### config.mk
export PLATFORM = sky130hd
export DESIGN_NAME = video_timing_gen
export DESIGN_NICKNAME = d
export VERILOG_FILES = /design/src/rtl/video_timing_pkg.sv /design/src/rtl/timing_axis_counter.sv /design/src/rtl/video_timing_gen.sv
export SDC_FILE = /design/constraint.sdc
export NUM_CORES = 1
export LEC_CHECK = 0
export ABC_AREA = 1
export CAP_MARGIN = 20
export CORE_ASPECT_RATIO = 1.4
export CORE_MARGIN = 8
export CORE_UTILIZATION = 45
export CTS_CLUSTER_SIZE = 24
export DETAILED_ROUTE_END_ITERATION = 6
export GPL_ROUTABILITY_DRIVEN = 0
export GPL_TIMING_DRIVEN = 0
export PLACE_DENSITY_LB_ADDON = 0.1
export SLEW_MARGIN = 25
export SYNTH_ARGS = -nofsm -noshare
export SYNTH_HDL_FRONTEND = slang
export SYNTH_SLANG_ARGS = --single-unit
export TNS_END_PERCENT = 100
### constraint.sdc
create_clock -name clock -period 4.4 [get_ports clock]
set_input_delay 0.88 -clock clock [delete_from_list [all_inputs] [get_ports clock]]
set_output_delay 0.88 -clock clock [all_outputs]
set_load 0.01 [all_outputs]
### src/rtl/video_timing_pkg.sv
// Shared types and constants for the raster timing generator: axis regions,
// standard HDMI mode timings and colour-bar palette.
package video_timing_pkg;

  typedef enum logic [1:0] {
    REG_ACTIVE,
    REG_FRONT,
    REG_SYNC,
    REG_BACK
  } region_t;

  // 1080p60 (CEA-861 VIC 16)
  localparam int MODE1080_H_ACTIVE = 1920;
  localparam int MODE1080_H_FP     = 88;
  localparam int MODE1080_H_SYNC   = 44;
  localparam int MODE1080_H_BP     = 148;
  localparam int MODE1080_V_ACTIVE = 1080;
  localparam int MODE1080_V_FP     = 4;
  localparam int MODE1080_V_SYNC   = 5;
  localparam int MODE1080_V_BP     = 36;

  // 720p60 (CEA-861 VIC 4)
  localparam int MODE720_H_ACTIVE = 1280;
  localparam int MODE720_H_FP     = 110;
  localparam int MODE720_H_SYNC   = 40;
  localparam int MODE720_H_BP     = 220;
  localparam int MODE720_V_ACTIVE = 720;
  localparam int MODE720_V_FP     = 5;
  localparam int MODE720_V_SYNC   = 5;
  localparam int MODE720_V_BP     = 20;

  localparam logic [23:0] BAR_WHITE   = 24'hFFFFFF;
  localparam logic [23:0] BAR_YELLOW  = 24'hFFFF00;
  localparam logic [23:0] BAR_CYAN    = 24'h00FFFF;
  localparam logic [23:0] BAR_GREEN   = 24'h00FF00;
  localparam logic [23:0] BAR_MAGENTA = 24'hFF00FF;
  localparam logic [23:0] BAR_RED     = 24'hFF0000;
  localparam logic [23:0] BAR_BLUE    = 24'h0000FF;
  localparam logic [23:0] BAR_BLACK   = 24'h000000;

  function automatic logic [23:0] barColour(input logic [2:0] idx);
    case (idx)
      3'd0:    return BAR_WHITE;
      3'd1:    return BAR_YELLOW;
      3'd2:    return BAR_CYAN;
      3'd3:    return BAR_GREEN;
      3'd4:    return BAR_MAGENTA;
      3'd5:    return BAR_RED;
      3'd6:    return BAR_BLUE;
      default: return BAR_BLACK;
    endcase
  endfunction

endpackage

### src/rtl/timing_axis_counter.sv
// One raster axis: counts ACTIVE/FRONT/SYNC/BACK positions and flags the wrap.
// region describes the count this counter will hold after the coming edge.
module timing_axis_counter
  import video_timing_pkg::*;
#(
  parameter int ACTIVE = MODE1080_H_ACTIVE,
  parameter int FP     = MODE1080_H_FP,
  parameter int SYNC   = MODE1080_H_SYNC,
  parameter int BP     = MODE1080_H_BP,
  parameter int WIDTH  = 12
) (
  input  logic             clock,
  input  logic             reset_n,
  input  logic             advance,
  output logic [WIDTH-1:0] count,
  output region_t          region,
  output logic             wrap
);

  localparam int TOTAL = ACTIVE + FP + SYNC + BP;
  localparam logic [WIDTH-1:0] LAST       = WIDTH'(TOTAL - 1);
  localparam logic [WIDTH-1:0] FP_START   = WIDTH'(ACTIVE);
  localparam logic [WIDTH-1:0] SYNC_START = WIDTH'(ACTIVE + FP);
  localparam logic [WIDTH-1:0] BP_START   = WIDTH'(ACTIVE + FP + SYNC);

  logic [WIDTH-1:0] nextCount;

  assign wrap = (count == LAST);

  // Decoding the upcoming count lets the top register aligned outputs.
  always_comb begin
    nextCount = count;
    if (advance) nextCount = wrap ? '0 : count + WIDTH'(1);
    if (nextCount < FP_START)        region = REG_ACTIVE;
    else if (nextCount < SYNC_START) region = REG_FRONT;
    else if (nextCount < BP_START)   region = REG_SYNC;
    else                             region = REG_BACK;
  end

  always_ff @(posedge clock) begin
    if (!reset_n) count <= LAST;
    else          count <= nextCount;
  end

endmodule

### src/rtl/video_timing_gen.sv
// Raster timing generator: hSync/vSync/dataEnable, coordinates and strobes.
// Define VTG_PATTERN_EN to add the 8-bar colour test pattern output patternRgb.
module video_timing_gen
  import video_timing_pkg::*;
#(
  parameter int H_ACTIVE = MODE1080_H_ACTIVE,
  parameter int H_FP     = MODE1080_H_FP,
  parameter int H_SYNC   = MODE1080_H_SYNC,
  parameter int H_BP     = MODE1080_H_BP,
  parameter int V_ACTIVE = MODE1080_V_ACTIVE,
  parameter int V_FP     = MODE1080_V_FP,
  parameter int V_SYNC   = MODE1080_V_SYNC,
  parameter int V_BP     = MODE1080_V_BP,
  parameter int H_WIDTH  = 12,
  parameter int V_WIDTH  = 11,
  parameter bit HS_POL   = 1'b1,
  parameter bit VS_POL   = 1'b1
) (
  input  logic               clock,
  input  logic               reset_n,
  input  logic               enable,
  output logic               hSync,
  output logic               vSync,
  output logic               dataEnable,
  output logic [H_WIDTH-1:0] hCount,
  output logic [V_WIDTH-1:0] vCount,
  output logic               lineStart,
  output logic               frameStart
`ifdef VTG_PATTERN_EN
  ,
  output logic [23:0]        patternRgb
`endif
);

  region_t hRegion, vRegion;
  logic    hWrap, vWrap;
  logic    activeNext;

  timing_axis_counter #(
    .ACTIVE(H_ACTIVE), .FP(H_FP), .SYNC(H_SYNC), .BP(H_BP), .WIDTH(H_WIDTH)
  ) hAxis (
    .clock(clock), .reset_n(reset_n), .advance(enable),
    .count(hCount), .region(hRegion), .wrap(hWrap)
  );

  timing_axis_counter #(
    .ACTIVE(V_ACTIVE), .FP(V_FP), .SYNC(V_SYNC), .BP(V_BP), .WIDTH(V_WIDTH)
  ) vAxis (
    .clock(clock), .reset_n(reset_n), .advance(enable & hWrap),
    .count(vCount), .region(vRegion), .wrap(vWrap)
  );

  assign activeNext = (hRegion == REG_ACTIVE) && (vRegion == REG_ACTIVE);

  always_ff @(posedge clock) begin
    if (!reset_n) begin
      hSync      <= ~HS_POL;
      vSync      <= ~VS_POL;
      dataEnable <= 1'b0;
      lineStart  <= 1'b0;
      frameStart <= 1'b0;
    end else if (enable) begin
      hSync      <= (hRegion == REG_SYNC) ? HS_POL : ~HS_POL;
      vSync      <= (vRegion == REG_SYNC) ? VS_POL : ~VS_POL;
      dataEnable <= activeNext;
      lineStart  <= hWrap;
      frameStart <= hWrap & vWrap;
    end
  end

`ifdef VTG_PATTERN_EN
  logic [H_WIDTH-1:0] hNext;
  logic [2:0]         barNext;

  assign hNext = hWrap ? '0 : hCount + H_WIDTH'(1);

  // Bar index = hNext*8/H_ACTIVE, found by comparing against constant bar edges.
  always_comb begin
    barNext = '0;
    for (int unsigned k = 1; k < 8; k++)
      if (32'({hNext, 3'b000}) >= k * 32'(H_ACTIVE)) barNext = 3'(k);
  end

  always_ff @(posedge clock) begin
    if (!reset_n)    patternRgb <= '0;
    else if (enable) patternRgb <= activeNext ? barColour(barNext) : '0;
  end
`endif

endmodule

# Word-level counts from Yosys, hierarchy flattened

Index checks and enable logic that the tools add are counted.

$add $sub $neg: 2
Order comparisons: 6
Equality and inequality tests: 4
Multiplexer cells: 12
Bitwise logic cells: 2
Reductions and logical operators: 3

Operators with widths:

| operator                                                               | count |
|---|---|
| 11-bit < comparator, second input constant                             | 3 |
| 12-bit by 11-bit < comparator with 1-bit output, second input constant | 2 |
| 12-bit 2-to-1 mux                                                      | 2 |
| 11-bit 2-to-1 mux                                                      | 2 |
| 12-bit by 1-bit adder with 12-bit output, second input constant        | 1 |
| 12-bit equality test, second input constant                            | 1 |
| 12-bit < comparator, second input constant                             | 1 |
| 11-bit by 1-bit adder with 11-bit output, second input constant        | 1 |
| 11-bit equality test, second input constant                            | 1 |
| 2-bit 2-to-1 mux                                                       | 4 |
| 2-bit equality test, second input constant                             | 2 |
| 2-bit zero test                                                        | 2 |
| 1-bit 2-to-1 mux                                                       | 4 |
| 1-bit AND                                                              | 2 |
| 1-bit logical AND                                                      | 1 |

Bits in registers: 28
Input port bits: 3
Output and inout bits: 28
Logic and storage cells: 36

# Depth between registers and ports, before layout

Gate-level depths: netlist of the first run.

Word-level depth: 9
Mapped depth: 16

# Modules after synthesis

A second synthesis of the first run with hierarchy kept.

Cell total of the unflattened synthesis: 278
Area, all modules: 1805.5 µm²

By module, submodules not included:

| module                       | instances | cells each | area an instance (µm²) | seq. area each (µm²) |
|---|---|---|---|---|
| timing_axis_counter at hAxis | 1         | 133        | 844.6                  | 240.2 |
| timing_axis_counter at vAxis | 1         | 118        | 768.2                  | 220.2 |
| video_timing_gen             | 1         | 27         | 192.7                  | 100.1 |

# Least setup slack after synthesis of the first run

No wires, ideal clock.

Path kind: input port to flip-flop
Start: in enable
End: reg hSync
Setup time: 72 ps
Arrival time: 2033 ps
Required time: 4328 ps
Path slack: 2295 ps
Cell stages on the path: 13
Path buffers: 1
Path through: buf_6 > inv_4 > nor2_4 > nand3_2 > nor2_2 > nand2_1 > nand2_1 > nand3_1 > nor2_1 > nand2_1 > o21ai_1 > nand3_1 > a21oi_1

Word-level cells in the longest chain between the ends: 7
Elaborated cells between the ends (all ways): 9
Those cells by class: order compare (3); eq/ne (1); mux (5)

Ends and longest elaborated chain:

| what                   | line                      | source |
|---|---|---|
| start: declaration     | video_timing_gen.sv:21    | `input logic enable,` |
| 12-bit 2-to-1 mux      | timing_axis_counter.sv:33 | `if (advance) nextCount = wrap ? '0 : count + WIDTH'(1);` |
| 12-bit < comparator    | timing_axis_counter.sv:36 | `else if (nextCount < BP_START) region = REG_SYNC;` |
| 1-bit 2-to-1 mux       | timing_axis_counter.sv:36 |  |
| 2-bit 2-to-1 mux       | timing_axis_counter.sv:35 | `else if (nextCount < SYNC_START) region = REG_FRONT;` |
| 2-bit 2-to-1 mux       | timing_axis_counter.sv:34 | `if (nextCount < FP_START) region = REG_ACTIVE;` |
| 2-bit equality test    | video_timing_gen.sv:63    | `hSync <= (hRegion == REG_SYNC) ? HS_POL : ~HS_POL;` |
| 1-bit 2-to-1 mux       | video_timing_gen.sv:63    |  |
| end signal: assignment | video_timing_gen.sv:57    | `hSync <= ~HS_POL;` |
| end signal: assignment | video_timing_gen.sv:63    |  |
| end: declaration       | video_timing_gen.sv:22    | `output logic hSync,` |

Several ways; a longest one is shown, not always the timed one.
A chain may end at the register's enable or synchronous reset.

# Final worst setup path of the first run

Start: reg vAxis.count[0]
End: out vCount[0]

RTL lines:

| what                     | line                      | source |
|---|---|---|
| start: declaration       | timing_axis_counter.sv:15 | `output logic [WIDTH-1:0] count,` |
| start signal: assignment | timing_axis_counter.sv:42 | `else count <= nextCount;` |
| end: declaration         | video_timing_gen.sv:26    | `output logic [V_WIDTH-1:0] vCount,` |

No word-level cell between the ends.

==> results.toml, run 1 <==
[setup_path]
worst_r2r_startpoint = "vAxis.count[0]"
critical_path_buf_inv_count = 1
crit_path_max_incr_delay_ns = 0.60
path_cells = "clkdlybuf4s50_1"
endpoint_kind = "output port"
cp-startpoint = "vAxis.count[0]"
cp_max_fo = 8
cp-start-kind = "flop"
cp_top_family = "buffers and inverters"
reg2reg_slack_ns = 2.24
reg2reg_depth = 12
r2r-end = "vSync"
endpoint = "vCount[0]"
cp.required_ns = 3.52
critical_path_arrival_ns = 1.39
worstSetupPathType = "flop to output port"
cpMaxStageDelayCell = "clkdlybuf4s50_1"
path_depth = 1

[place]
dp_slack_ns = 1.994
port_buffers = 29
hpwl_mm = 3.821
post-place-cells = 376

[sta]
relSlewSlack = 0.6585
maxSlewViolCount = 0
rsz0062_at_grt = "no"
fin_crit_ns = 2.266
hold_viol = 0
period_share = 0.5151
fin_ws_ns = 2.134
fin_setup_tns_ns = 0
fin_skew_ns = 0.004789
setup_viol = 0
worstMarginPinSlew_ns = 0.5123
maxClockFrequency_ghz = 0.4412

[power]
p_total_w = 0.0007416
p_seq_frac = 0.411
irDropWorstVdd_uv = 193.1
p_comb_frac = 0.376
leakagePower_nw = 1.051
switching_power_w = 0.0002716
pwr-share-clk = 0.213
swShare = 0.3662
power.density_mw_per_mm2 = 326.0
internal-power_w = 0.0004700

[global_route]
grt_pass1_wl_mm = 8.459
grt_max_degree = 16
grt_pass1_vias = 1940
antenna_found_initial = 0
overflow = 0
track_usage = 0.1535

[logic_synthesis]
ys_types = 29
syn-num-nets = 308
avgSynthCellArea_um2 = 6.202
synth_area_mm2 = 0.001873
synth-seq-cells = 28
synthCells = 302
synth_warnings = 0
ys_seq_area_frac = 0.2993

[clocking]
cts.sink_count = 28
clockBufferDepth = 2
cts_setup_buffers = 0
clk_latency_ns = 0.27
cts_hold_buf = 0
htree_levels = 1
cts_tree = "yes"
cts_resized = 0
path_clk_slew_ns = 0.10
cts-buffers-inserted = 3
root_buffer = "clkbuf_8"

[route]
vias_per_cell = 4.932
dr.pass1.iters = 4
drc = 0
vias = 1874
antenna_left = 0
drt_iter0_markers = 72
routed_wl_mm = 4.731
avgRoutedWirePerCell_um = 12.45

[run]
drv_cap = 0

[final_layout]
syn_to_final_growth_pct = 21.44
fillCellCount = 418
mostFrequentLayoutCell = "nand2_1"
fin_cells = 380
drive_gt1_frac = 0.1104
final_cell_mix = "nand2_1, nor2_1, inv_1"
postLayoutCoreUtil = 0.5549
finalNetCount = 342
antenna_cells = 0

[die]
die_w_um = 70.53
ioPinCount = 31
dieArea_mm2 = 0.006512
die_y_um = 92.34
start_util = 0.4570
num_rows = 28
core_area_mm2 = 0.004099

[hold_path]
worstHoldPathType = "flop to flop"

[status]
outcome = "finished, final reports clean"
## final cells by class
class	count	area, µm²	share of cell area
repair buffers	29	290.3	0.1276
multi-input cells	228	1115	0.4901
clock buffers	4	55.05	0.02420
plain buffers	5	41.29	0.01815
well taps	45	56.30	0.02475
inverters	41	156.4	0.06876
flip-flops and latches	28	560.5	0.2464
## synthesized netlist by cell type
library cell	number	area share
clkinv_1	3	0.0060
a22oi_1	1	0.0040
nor3_1	4	0.011
nor2_2	6	0.020
a21oi_1	7	0.019
nand3_4	1	0.0094
nand4_1	6	0.020
nand3_2	3	0.016
nor2_4	6	0.036
a21oi_2	1	0.0047
xor2_1	4	0.019
and3_1	1	0.0033
or2_2	1	0.0033
nand2_1	94	0.19
inv_1	32	0.064
nand3b_1	2	0.0080
dfxtp_1	28	0.30
nand2_2	6	0.020
o21ai_0	5	0.013
a31oi_1	1	0.0033
ha_1	3	0.020
nor2_1	42	0.084
nand3_1	25	0.067
a31o_1	1	0.0047
clkbuf_1	2	0.0040
buf_6	3	0.018
inv_2	5	0.010
o21ai_1	8	0.021
inv_4	1	0.0033
## cells by family (layout without fill, tap and decap cells)
logic type,after synthesis,after routing,share of synthesized area
XOR/XNOR,4,4,0.01870
AND/OR/NAND/NOR,197,197,0.4863
adder cells (fa/ha/maj),3,3,0.02004
flip-flops,28,28,0.2993
buffers and inverters,46,79,0.1055
AO/OA/AOI/OAI,24,24,0.07014
## worst min-delay path, delay by kind of cell, from the launching register on
kind / cells / cell delay (ns)
simple gates: 1 / 0.06
flops: 1 / 0.32
compound gates: 1 / 0.06
## sequential cells by signal, summed over array words and instances (netlist names)
signal       count
dataEnable       1
frameStart       1
hAxis.count     12
hSync            1
lineStart        1
vAxis.count     11
vSync            1
## worst min-delay path by stage
stage	start	end	slack (ns)	cells past startpoint
final	hSync	hSync	0.47	2
after global routing	dataEnable	dataEnable	0.50	2
after CTS	hSync	hSync	0.48	2
after detailed placement	hSync	hSync	0.46	2
after global placement	hSync	hSync	0.46	2
after floorplan	dataEnable	dataEnable	0.49	2
## per-layer routing
metal | GRT usage | wire length, µm | part of all wire | up-vias
met4 | 0.05882 | 121 | 0.026 | 0
met3 | 0.02570 | 165 | 0.035 | 10
li1 | - | - | - | 1008
met5 | 0 | 0 | 0 | -
met2 | 0.3036 | 2531 | 0.53 | 31
met1 | 0.1514 | 1913 | 0.40 | 825
## metrics by stage
stage / cell area (µm²) / hold WS [ns]
after floorplan: 1873 / 0.4876
after global placement: 2220 / 0.4560
after detailed placement: 2220 / 0.4616
after CTS: 2275 / 0.4758
after global routing: 2275 / 0.4976
final: 2275 / 0.4704
## power groups by stage
stage	Combinational, W	Sequential (W)	Clock, W
final	0.000279	0.000305	0.000158
after detailed placement	0.000281	0.000311	0
after global routing	0.000316	0.000309	0.000175
after CTS	0.000282	0.000305	0.000165
after floorplan	0.000181	0.000315	0
after global placement	0.000278	0.000311	0
Note: power is estimated with default switching activity, not from simulation.
==> run 2: changes to the inputs <==
clock period = 1.9 ns   (was 4.4 ns; I/O delays follow)
==> run 2 against run 1 <==
Compared with the run above: clock power grew 130%; the flow now finishes with violations (setup timing); count of clock-buffer cells in the layout is the same; die area stayed put; global-route usage increased by 0.86 points; design area up 13%; routed wire length is 10% higher; non-clock buffer count grew 21; first-iteration DRC count rose by 69%; highest routed layer unchanged.
==> results.toml, run 2 (synthesis gave the netlist of run 1 again) <==
[sta]
period_share = 1.010
fin_skew_ns = 0.007648
hold_viol = 0
setup_viol = 2
fin_setup_tns_ns = -0.01989
fin_crit_ns = 1.920
maxClockFrequency_ghz = 0.5210
maxSlewViolCount = 0
rsz0062_at_grt = "yes"
worstMarginPinSlew_ns = 0.5303
holdWs_ns = 0.3911
relSlewSlack = 0.6465
fin_ws_ns = -0.01953

[setup_path]
critical_path_arrival_ns = 2.13
endpoint_kind = "flop"
cp-start-kind = "flop"
cp_max_fo = 6
worstSetupPathType = "flop to flop"
cp.required_ns = 2.11

[place]
post-place-cells = 376
port_buffers = 29
dp_slack_ns = -0.2728
place_area_mm2 = 0.002220
hpwl_mm = 3.821

[global_route]
grt_pass1_vias = 2021
overflow = 0
antenna_found_initial = 0
grt_pass1_wl_mm = 8.907
track_usage = 0.1620
grt_max_degree = 16

[die]
core_area_mm2 = 0.004099
die_y_um = 92.34
dieArea_mm2 = 0.006512
ioPinCount = 31
die_w_um = 70.53
num_rows = 28
start_util = 0.4570

[route]
dr.pass1.iters = 4
vias = 2030
drc = 0
routed_wl_mm = 5.223
antenna_left = 0
drt_iter0_markers = 122
avgRoutedWirePerCell_um = 13.02
vias_per_cell = 5.062

[clocking]
clk_latency_ns = 0.27
cts.sink_count = 28
clockBufferDepth = 2
cts_tree = "yes"
cts-buffers-inserted = 3
htree_levels = 1
root_buffer = "clkbuf_8"
path_clk_slew_ns = 0.10
cts_hold_buf = 0

[final_layout]
fin_area_mm2 = 0.002575
largest_register = "hAxis.count"
top_regs = "hAxis.count x12, vAxis.count x11"
mostFrequentLayoutCell = "nand2_1"
largest_register_ff_count = 12
final_cell_mix = "nand2_1, nor2_1, inv_1"
antenna_cells = 0
finalNetCount = 363
fin_cells = 401
syn_to_final_growth_pct = 37.48
drive_gt1_frac = 0.2416

[run]
drv_cap = 0

[power]
irDropWorstVdd_uv = 487.6
power.density_mw_per_mm2 = 763.4
leakagePower_nw = 1.183

[hold_path]
worstHoldPathType = "primary input to flop"

[status]
violations = "setup timing"
outcome = "complete, but fails checks"
## run 2: changes by cell type in the layout (fill, tap and decap cells not counted), sizes merged
cell	change
buf	+21
clkinv	-1
inv	+1
## run 2: critical path: stages, from the launching register on
cell and delay [ns]:
dfxtp_2 0.37, ha_4 0.15, nand2_4 0.07, inv_4 0.07
nand2_4 0.04, nor2_4 0.09, nand3_4 0.16, buf_6 0.18
nand2_1 0.06, inv_1 0.05, nor2_2 0.09, nand3_1 0.11
nor2_1 0.12, nor2_1 0.05, nor2_1 0.07, nand2_1 0.07
a21oi_2 0.10
## run 2: layout make-up
type | count | area (µm²)
Sequential cell | 28 | 571.8
Timing Repair Buffer | 52 | 498.0
Inverter | 41 | 158.9
Fill cell | 391 | 1524
Multi-Input combinational cell | 228 | 1216
Buffer | 3 | 18.77
Clock buffer | 4 | 55.05
Tap cell | 45 | 56.30
## run 2: path summary, 6_finish.rpt
| path | from | endpoint | slack [ns] | depth (start not counted) |
|---|---|---|---|---|
| hold / removal | enable | frameStart | 0.39 | 3 |
| setup / recovery | hAxis.count[0] | vSync | -0.02 | 16 |
| setup reg to reg | hAxis.count[0] | vSync | -0.02 | 16 |
| hold reg to reg | frameStart | frameStart | 0.48 | 2 |
## run 2: through the flow
| step | utilization | power [W] |
|---|---|---|
| final | 0.6282 | 0.001966 |
| after global routing | 0.6282 | 0.002097 |
| after CTS | 0.6004 | 0.001860 |
| after detailed placement | 0.5415 | 0.001370 |
| after global placement | 0.5415 | 0.001363 |
| after floorplan | - | 0.001150 |
## run 2: repair_timing
item | 4_1_cts | 5_1_grt
setup buffers | 11 | 10
endpoints found under the setup margin | 3 | 3
pin swaps | 18 | 16
gates cloned | 1 | 1
gates resized for setup | 28 | 16
## run 2: per-layer routing
metal | share of wire | wire (µm) | track usage
met1 | 0.40 | 2095 | 0.1621
met2 | 0.54 | 2811 | 0.3179
met3 | 0.033 | 174 | 0.02677
met4 | 0.027 | 142 | 0.06218
met5 | 0 | 0 | 0
## run 2: where the power goes
part | total (W) | leakage (nW) | internal (W) | switching [W]
clock | 0.000370 | 0.0288 | 0.000185 | 0.000185
sequential | 0.000716 | 0.229 | 0.000643 | 0.0000723
combinational | 0.000880 | 0.926 | 0.000424 | 0.000456
==> run 3: changes to the inputs <==
CORE_UTILIZATION = 30   (was 45)
SKIP_LAST_GASP = 1   (was unset)
==> run 3 against run 2 <==
Compared with the run above: the run still ends with setup timing left; critical path type unchanged; design area is 4.5% higher; critical path depth is 2 lower; maximum frequency shrank 2.3%; routed wire length up 9.5%.
==> results.toml, run 3 (synthesis gave the netlist of run 1 again) <==
[sta]
relSlewSlack = 0.6310
setup_viol = 2
rsz0062_at_grt = "yes"
maxClockFrequency_ghz = 0.5091
worstMarginPinSlew_ns = 0.5535
fin_skew_ns = 0.01154
fin_crit_ns = 1.964
hold_viol = 0
maxSlewViolCount = 0
fin_setup_tns_ns = -0.1207
period_share = 1.034
fin_ws_ns = -0.06420

[final_layout]
mostFrequentLayoutCell = "nand2_1"
final_cell_mix = "nand2_1, inv_1, clkdlybuf4s50_1"
fin_area_mm2 = 0.002690
antenna_cells = 0
drive_gt1_frac = 0.2663
largest_register = "hAxis.count"
top_regs = "hAxis.count x12, vAxis.count x11"
syn_to_final_growth_pct = 43.62
fillCellCount = 667
finalNetCount = 360
largest_register_ff_count = 12

[clocking]
root_buffer = "clkbuf_8"
cts_tree = "yes"
cts-buffers-inserted = 3
clk_latency_ns = 0.28
htree_levels = 1
clockBufferDepth = 2
path_clk_slew_ns = 0.11
cts.sink_count = 28

[global_route]
grt_pass1_vias = 1859
antenna_found_initial = 0
grt_max_degree = 17
overflow = 0
grt_pass1_wl_mm = 8.866
track_usage = 0.1247

[power]
leakagePower_nw = 1.188
power.density_mw_per_mm2 = 771.3
p_total_w = 0.002075
irDropWorstVdd_uv = 440.0

[die]
die_w_um = 82.78
start_util = 0.3058
dieArea_mm2 = 0.009064
core_area_mm2 = 0.006126
ioPinCount = 31
die_y_um = 109.5
num_rows = 34

[hold_path]
hold_path_depth = 3
min_to = "frameStart"
min_from = "enable"
worstHoldPathType = "primary input to flop"

[setup_path]
worst_r2r_startpoint = "hAxis.count[0]"
cp-start-kind = "flop"
cp-startpoint = "hAxis.count[0]"
endpoint_kind = "flop"
cp_max_fo = 10
cp.required_ns = 2.12
reg2reg_depth = 14
critical_path_arrival_ns = 2.18
worstSetupPathType = "flop to flop"
r2r-end = "hSync"
reg2reg_slack_ns = -0.06

[route]
vias_per_cell = 4.647
antenna_left = 0
drt_iter0_markers = 61
dr.pass1.iters = 4
routed_wl_mm = 5.717
vias = 1975
drc = 0
avgRoutedWirePerCell_um = 13.45

[place]
hpwl_mm = 4.207
port_buffers = 29
place_area_mm2 = 0.002253
dp_slack_ns = -0.3085

[status]
violations = "setup timing"
outcome = "complete, but fails checks"

[run]
drv_cap = 0
run 3: changes by cell type in the layout (fill, tap and decap cells not counted), moves of 3 or more:
cell,previous run,this run
nand3_1,24,20
nor2_4,8,14
buf_4,18,14
nand3_2,4,7
nor2_1,35,28
run 3: worst max path at each step:
stage | end | slack [ns] | cells after the start
2_1_floorplan | vSync | 0.03 | 15
3_3_place_gp | vSync | -0.31 | 12
3_5_place_dp | vSync | -0.31 | 12
4_1_cts | hSync | -0.08 | 15
5_1_grt | vSync | -0.20 | 15
6_report | hSync | -0.06 | 14
run 3: layout make-up:
type                       instances  area, µm²  share of cell area
multi-input combinational        228       1305              0.4851
sequential                        28      570.5              0.2121
timing repair buffer              47      449.2              0.1670
inverter                          41      158.9             0.05907
tap                               72      90.09             0.03349
buffer                             5      45.04             0.01674
clock buffer                       3      41.29             0.01535
clock inverter                     1      30.03             0.01116
run 3: stage by stage:
step | hold WS (ns) | std cells | utilization
finish | 0.3892 | 425 | 0.4391
global placement | 0.4580 | 403 | 0.3679
CTS | 0.3819 | 418 | 0.4179
floorplan | 0.4876 | 302 | -
global route | 0.3936 | 425 | 0.4391
detailed placement | 0.4586 | 403 | 0.3679
run 3: critical path: stages (launching register included):
cell      delay (ns)
dfxtp_2         0.37
ha_4            0.16
nand2_4         0.07
inv_4           0.07
nand2_4         0.04
nor2_4          0.10
nand3_4         0.15
buf_6           0.19
nand3b_1        0.14
nand3_1         0.09
nor2_1          0.11
nand3b_1        0.11
nand2_1         0.08
nand3_1         0.07
a21oi_1         0.14
run 3: metal layers:
metal / GRT usage / vias up / part of all wire
met5: 0 / - / 0
met4: 0.03342 / 0 / 0.010
met3: 0.02128 / 4 / 0.038
met2: 0.2379 / 26 / 0.56
met1: 0.1333 / 899 / 0.39
li1: - / 1046 / -
run 3: what timing repair did:
| action | in CTS | in global routing |
|---|---|---|
| setup buffers | 10 | 8 |
| cloned | 1 | 0 |
| hold buffers | 0 | 0 |
| resized for setup | 37 | 24 |
| setup endpoints to repair | 3 | 3 |
| pin swaps | 20 | 19 |
run 3: power breakdown:
part	leakage, nW	switching [W]	internal (W)	total, W
Combinational	0.923	0.000471	0.000403	0.000873
Clock	0.0357	0.000205	0.000283	0.000487
Sequential	0.229	0.0000716	0.000643	0.000714
Total	1.19	0.000747	0.00133	0.00207
